### src/rtl/imem_arbiter.sv
// ---------------------------------------------------------------------------
// imem_arbiter
//
// Sequencing and arbitration front-end for the single-port instruction
// memory. One memory port is shared between the CPU fetch path and the
// program loader. After reset the block sits in BOOT, where only the loader
// may touch the memory, so the program image can be written. Once
// boot_done_i is seen the block moves to RUN for good (until reset), and
// fetch and loader compete for the port.
//
// The memory behind this block is registered with one cycle of read latency.
// This block remembers which port owns the read that was granted, and returns
// the data on that port's rvalid/rdata in the following cycle.
//
// Build option:
//   IMEM_ARB_RR_EN  defined   -> round-robin arbitration in RUN. On
//                                 contention the port that did not win the
//                                 last contested grant wins.
//                   undefined -> fixed priority. Fetch always beats the
//                                 loader in RUN, so the loader can starve.
//
// Parameters:
//   DEPTH        number of 32-bit words in the instruction memory
//
// Ports:
//   clk_i        clock; all state changes on the rising edge
//   rst_i        asynchronous, active-low reset
//   f_req_i      fetch read request
//   f_addr_i     fetch byte address
//   f_gnt_o      fetch request accepted this cycle (combinational)
//   f_rvalid_o   fetch read data valid
//   f_rdata_o    fetch read data (0 when not valid)
//   l_req_i      loader request
//   l_we_i       loader write (1) / read (0)
//   l_addr_i     loader byte address
//   l_wdata_i    loader write data
//   l_gnt_o      loader request accepted this cycle (combinational)
//   l_rvalid_o   loader read data valid
//   l_rdata_o    loader read data (0 when not valid)
//   boot_done_i  loader has finished writing the image
//   running_o    high in RUN
//   err_o        sticky: an out-of-range access was granted
//   mem_en_o     memory access strobe
//   mem_we_o     memory write enable
//   mem_addr_o   memory byte address, word aligned
//   mem_wdata_o  memory write data
//   mem_rdata_i  memory read data, valid one cycle after mem_en_o
// ---------------------------------------------------------------------------
module imem_arbiter #(
    parameter int unsigned DEPTH = 32
) (
    input  logic        clk_i,
    input  logic        rst_i,

    input  logic        f_req_i,
    input  logic [31:0] f_addr_i,
    output logic        f_gnt_o,
    output logic        f_rvalid_o,
    output logic [31:0] f_rdata_o,

    input  logic        l_req_i,
    input  logic        l_we_i,
    input  logic [31:0] l_addr_i,
    input  logic [31:0] l_wdata_i,
    output logic        l_gnt_o,
    output logic        l_rvalid_o,
    output logic [31:0] l_rdata_o,

    input  logic        boot_done_i,
    output logic        running_o,
    output logic        err_o,

    output logic        mem_en_o,
    output logic        mem_we_o,
    output logic [31:0] mem_addr_o,
    output logic [31:0] mem_wdata_o,
    input  logic [31:0] mem_rdata_i
);

    typedef enum logic {
        BOOT = 1'b0,
        RUN  = 1'b1
    } state_t;

    localparam logic [29:0] DEPTH_IDX = 30'(DEPTH);

    state_t      state;
    logic        fetch_pref;
    logic        rd_zero;
    logic        f_gnt;
    logic        l_gnt;
    logic        any_gnt;
    logic        contested;
    logic        in_range;
    logic [31:0] sel_addr;
    logic        unused_addr_bits;

    // Round-robin keeps a pointer that says which port wins the next
    // contested cycle. In fixed-priority builds fetch is always preferred.
`ifdef IMEM_ARB_RR_EN
    logic fetch_pref_q;
    assign fetch_pref = fetch_pref_q;
`else
    assign fetch_pref = 1'b1;
`endif

    // Grant decision. The grants depend only on the current requests, the
    // state and the priority pointer, so a request is accepted in the same
    // cycle it is raised. No grant is issued while reset is held, so the
    // memory stays idle during reset.
    always_comb begin
        f_gnt     = 1'b0;
        l_gnt     = 1'b0;
        contested = 1'b0;
        if (rst_i) begin
            if (state == BOOT) begin
                l_gnt = l_req_i;
            end else begin
                contested = f_req_i && l_req_i;
                if (contested) begin
                    f_gnt = fetch_pref;
                    l_gnt = !fetch_pref;
                end else begin
                    f_gnt = f_req_i;
                    l_gnt = l_req_i;
                end
            end
        end
    end

    assign f_gnt_o = f_gnt;
    assign l_gnt_o = l_gnt;
    assign any_gnt = f_gnt || l_gnt;

    // The address of the winning port drives the memory. An out-of-range
    // word index is still granted, so the requester does not stall, but the
    // memory strobe is withheld. A write is then dropped and a read
    // returns zero.
    assign sel_addr = f_gnt ? f_addr_i : l_addr_i;
    assign in_range = sel_addr[31:2] < DEPTH_IDX;

    assign mem_en_o    = any_gnt && in_range;
    assign mem_we_o    = mem_en_o && l_gnt && l_we_i;
    assign mem_addr_o  = {sel_addr[31:2], 2'b00};
    assign mem_wdata_o = l_wdata_i;

    // The byte-offset bits are deliberately ignored; the memory is word
    // addressed.
    assign unused_addr_bits = &{1'b0, sel_addr[1:0]};

    // State machine and registered outputs. The read owner is recorded as
    // the rvalid flags themselves. Fetch accesses are always reads, and a
    // loader access is a read only when l_we_i is low. rd_zero remembers
    // that the granted read was out of range, so its data is forced to 0.
    // Reset clears the owner flags, which cancels a read still in flight.
    always_ff @(posedge clk_i or negedge rst_i) begin
        if (!rst_i) begin
            state        <= BOOT;
            running_o    <= 1'b0;
            err_o        <= 1'b0;
            f_rvalid_o   <= 1'b0;
            l_rvalid_o   <= 1'b0;
            rd_zero      <= 1'b0;
`ifdef IMEM_ARB_RR_EN
            fetch_pref_q <= 1'b1;
`endif
        end else begin
            if ((state == BOOT) && boot_done_i) begin
                state     <= RUN;
                running_o <= 1'b1;
            end
            if (any_gnt && !in_range) begin
                err_o <= 1'b1;
            end
            f_rvalid_o <= f_gnt;
            l_rvalid_o <= l_gnt && !l_we_i;
            rd_zero    <= !in_range;
`ifdef IMEM_ARB_RR_EN
            // Only a contested grant moves the pointer. The next contested
            // cycle goes to the port that lost this one.
            if (contested) begin
                fetch_pref_q <= l_gnt;
            end
`endif
        end
    end

    // Read data is steered from the memory straight to the owning port. The
    // other port sees zero.
    assign f_rdata_o = (f_rvalid_o && !rd_zero) ? mem_rdata_i : 32'h0;
    assign l_rdata_o = (l_rvalid_o && !rd_zero) ? mem_rdata_i : 32'h0;

endmodule

### config.mk
export PLATFORM = sky130hd
export DESIGN_NAME = imem_arbiter
export DESIGN_NICKNAME = d
export VERILOG_FILES = /design/src/rtl/imem_arbiter.sv
export SDC_FILE = /design/constraint.sdc
export NUM_CORES = 1
export LEC_CHECK = 0
export CELL_PAD_IN_SITES_DETAIL_PLACEMENT = 1
export CELL_PAD_IN_SITES_GLOBAL_PLACEMENT = 1
export CORE_AREA = 2 2 104 106
export CTS_BUF_LIST = sky130_fd_sc_hd__clkbuf_16
export CTS_CLUSTER_DIAMETER = 120
export DETAILED_ROUTE_END_ITERATION = 7
export DIE_AREA = 0 0 106 108
export DONT_BUFFER_PORTS = 1
export HOLD_SLACK_MARGIN = 0.15
export PLACE_DENSITY_LB_ADDON = 0.1
export SLEW_MARGIN = 20
export SYNTH_ARGS = -nofsm -noshare
export SYNTH_HDL_FRONTEND = slang
export SYNTH_SLANG_ARGS = --single-unit
### constraint.sdc
create_clock -name clk_i -period 1.4 [get_ports clk_i]
set_input_delay 0.28 -clock clk_i [delete_from_list [all_inputs] [get_ports clk_i]]
set_output_delay 0.28 -clock clk_i [all_outputs]
set_load 0.03 [all_outputs]
==> qor.yml <==
outcome:
  status: "finished, violations left"
  violations: "setup timing"
power_and_ir_drop:
  p_leak_nw: 1.40
  power_density_mw_per_mm2: 471
  peakVddDrop_mv: 0.244
  p_total_mw: 1.40
finish:
  layout_common_cells: "and2_4 (64), nand2_4 (53), buf_12 (31), nand2_1 (27), buf_4 (14)"
  final_common_cell: "and2_4"
  final_cells: 396
  n_antenna_cell: 0
  layout-drive-gt1-share_pct: 80.4
  fin_area_mm2: 0.00297
  areaGrowthSynthToFinish_pct: 118
  nNetsFinal: 395
  fin_util_pct: 29.1
timing:
  period_share_pct: 126
  report.final.slew_viol_count: 0
  rsz0062_at_grt: "yes"
  fin_skew_ns: 0.00129
  period_needed_ns: 1.76
  holdWs_ns: 0.164
  fin_ws_ns: -0.365
  final-hold-violation-count: 0
  setup_viol_count_final: 97
  tns_ns: -16.44
  timing.fmax_mhz: 567
critical_path:
  crit_path_max_fanout: 4
  max_stage_delay_ns: 0.42
  critical_path_required_ns: 1.12
  cp-start-kind: "flop"
  r2r_cells: 7
  reg2reg_from: "state$_DFFE_PN0P_"
  r2r_setup_slack_ns: 0.08
  crit_slowest_cell: "dfrtp_2"
  startpoint: "state$_DFFE_PN0P_"
  endpoint_kind: "output port"
  arrival_ns: 1.48
  path_cells: "nand3_4 -> nand4_1 -> o22ai_2 -> a21boi_4"
  r2r-end: "err_o$_DFFE_PN0P_"
  crit_type: "reg2out"
hold_path:
  hold_class: "in2reg"
  worst_hold_path.num_cells: 1
  hold_end: "state$_DFFE_PN0P_"
  hold_path_startpoint: "boot_done_i"
grt:
  grt_pass1_vias: 1809
  gr-total-overflow: 0
  grt_pass1_wl_um: 10100
  track_usage_pct: 11.6
  antenna_found_initial: 0
  grt_max_degree: 20
clocking:
  clk_pin_slew_worst_paths_ns: 0.03
  cts-root-buf: "clkbuf_16"
  htreeDepth: 1
  cts_sinks: 5
  numCtsBuffers: 3
  clock_latency_ns: 0.23
  cts_tree: "yes"
  cts_max_path_buffers: 2
route:
  via_per_inst: 4.31
  route.detailed.wl_per_inst_um: 19.1
  drt_first_iter_violations: 66
  routed_wl_um: 7560
  drc: 0
  num_vias: 1706
  dr.pass1.iters: 4
  route.antenna.remaining_nets: 0
floorplanning:
  die_y_um: 108
  dieWidth_um: 106
  placementRows: 37
  coreArea_mm2: 0.0102
  ioPinCount: 270
  die_area_mm2: 0.0114
  initial_core_util_pct: 13.3
placement:
  portBuffers: 0
  place_ws_ns: -0.415
  dpl_cell_area_mm2: 0.00201
  dp.cells: 376
  dp_hpwl_um: 5920
  gp_congestion: 0.670
synth:
  synthCells: 238
  synth_cell_types: 21
  yosysSeqAreaShare_pct: 9.17
  postSynthAreaPerCell_um2: 5.74
  synth_area_mm2: 0.00137
  ys_seq_elements: 5
  yosysWarningCount: 0
job:
  cap_violations: 0
-- where the power goes --
part | internal [mW] | switching [mW] | leakage [nW] | total (mW)
Sequential | 0.148 | 0.00169 | 0.0496 | 0.150
Clock | 0.370 | 0.0939 | 0.0423 | 0.464
Combinational | 0.382 | 0.404 | 1.31 | 0.786
-- Yosys cell counts --
cell,instances,area [um2]
o22ai_2,1,12.5
o21bai_1,1,7.51
nor2b_1,3,18.8
buf_4,34,255
inv_1,1,3.75
nor3_1,2,10.0
conb_1,1,3.75
nor2_1,2,7.51
or2_2,1,6.26
buf_2,3,15.0
a21boi_2,1,11.3
nor4_1,10,62.6
nand4_1,4,25.0
a21oi_1,2,10.0
nand2_1,91,342
nand3_1,1,5.00
dfrtp_1,5,125
and3_1,1,6.26
inv_2,1,3.75
and2_1,64,400
clkbuf_1,9,33.8
-- critical path: cells and delay by family (launching register included) --
kind / cells / cell delay (ns)
and+or+nand+nor: 2 / 0.24
DFF: 1 / 0.42
AOI/OAI and AO/OA: 2 / 0.60
-- what timing repair did --
action                                  in CTS  in global routing
cloned                                       5                  2
setup buffers                                6                  8
resized for setup                           91                138
pin swaps                                   62                 44
hold endpoints to repair                     6                  0
endpoints found under the setup margin      97                 97
hold buffers                                 2                  0
-- final cells by class --
type / instances / area (um2)
multi-input cells: 186 / 1620
flip-flops and latches: 5 / 129
inverters: 2 / 12.5
clock inverters: 1 / 3.75
repair buffers: 63 / 961
clock buffers: 3 / 75.1
fillers: 1172 / 7260
well taps: 136 / 170
-- registers in the layout, summed over array words and instances (netlist names) --
register	cells
f_rvalid_o	1
l_rvalid_o	1
rd_zero	1
err_o	1
state	1
-- worst max-delay path by stage --
stage	to	slack [ns]	cells past startpoint
2_1_floorplan	mem_en_o	-0.13	5
3_3_place_gp	mem_en_o	-0.43	5
3_5_place_dp	mem_en_o	-0.41	5
4_1_cts	mem_en_o	-0.39	4
5_1_grt	mem_en_o	-0.45	5
6_report	mem_en_o	-0.36	4
-- per-layer routing --
metal | vias to the layer above | share of wire (%) | GRT usage [%]
met5 | - | 0 | 0
met4 | 0 | 0.61 | 1.97
met3 | 4 | 12 | 5.06
met2 | 154 | 55 | 22.7
met1 | 796 | 32 | 11.5
li1 | 752 | - | -
-- cell families (layout without fill, tap and decap cells) --
kind of cell / after synthesis / after routing / synth area share, %
AO/OA/AOI/OAI: 5 / 5 / 3.02
buffers and inverters: 48 / 69 / 22.8
flip-flops: 5 / 5 / 9.17
other: 1 / 2 / 0.275
AND/OR/NAND/NOR: 179 / 179 / 64.7
No activity file was read; power rests on OpenSTA's default activity.
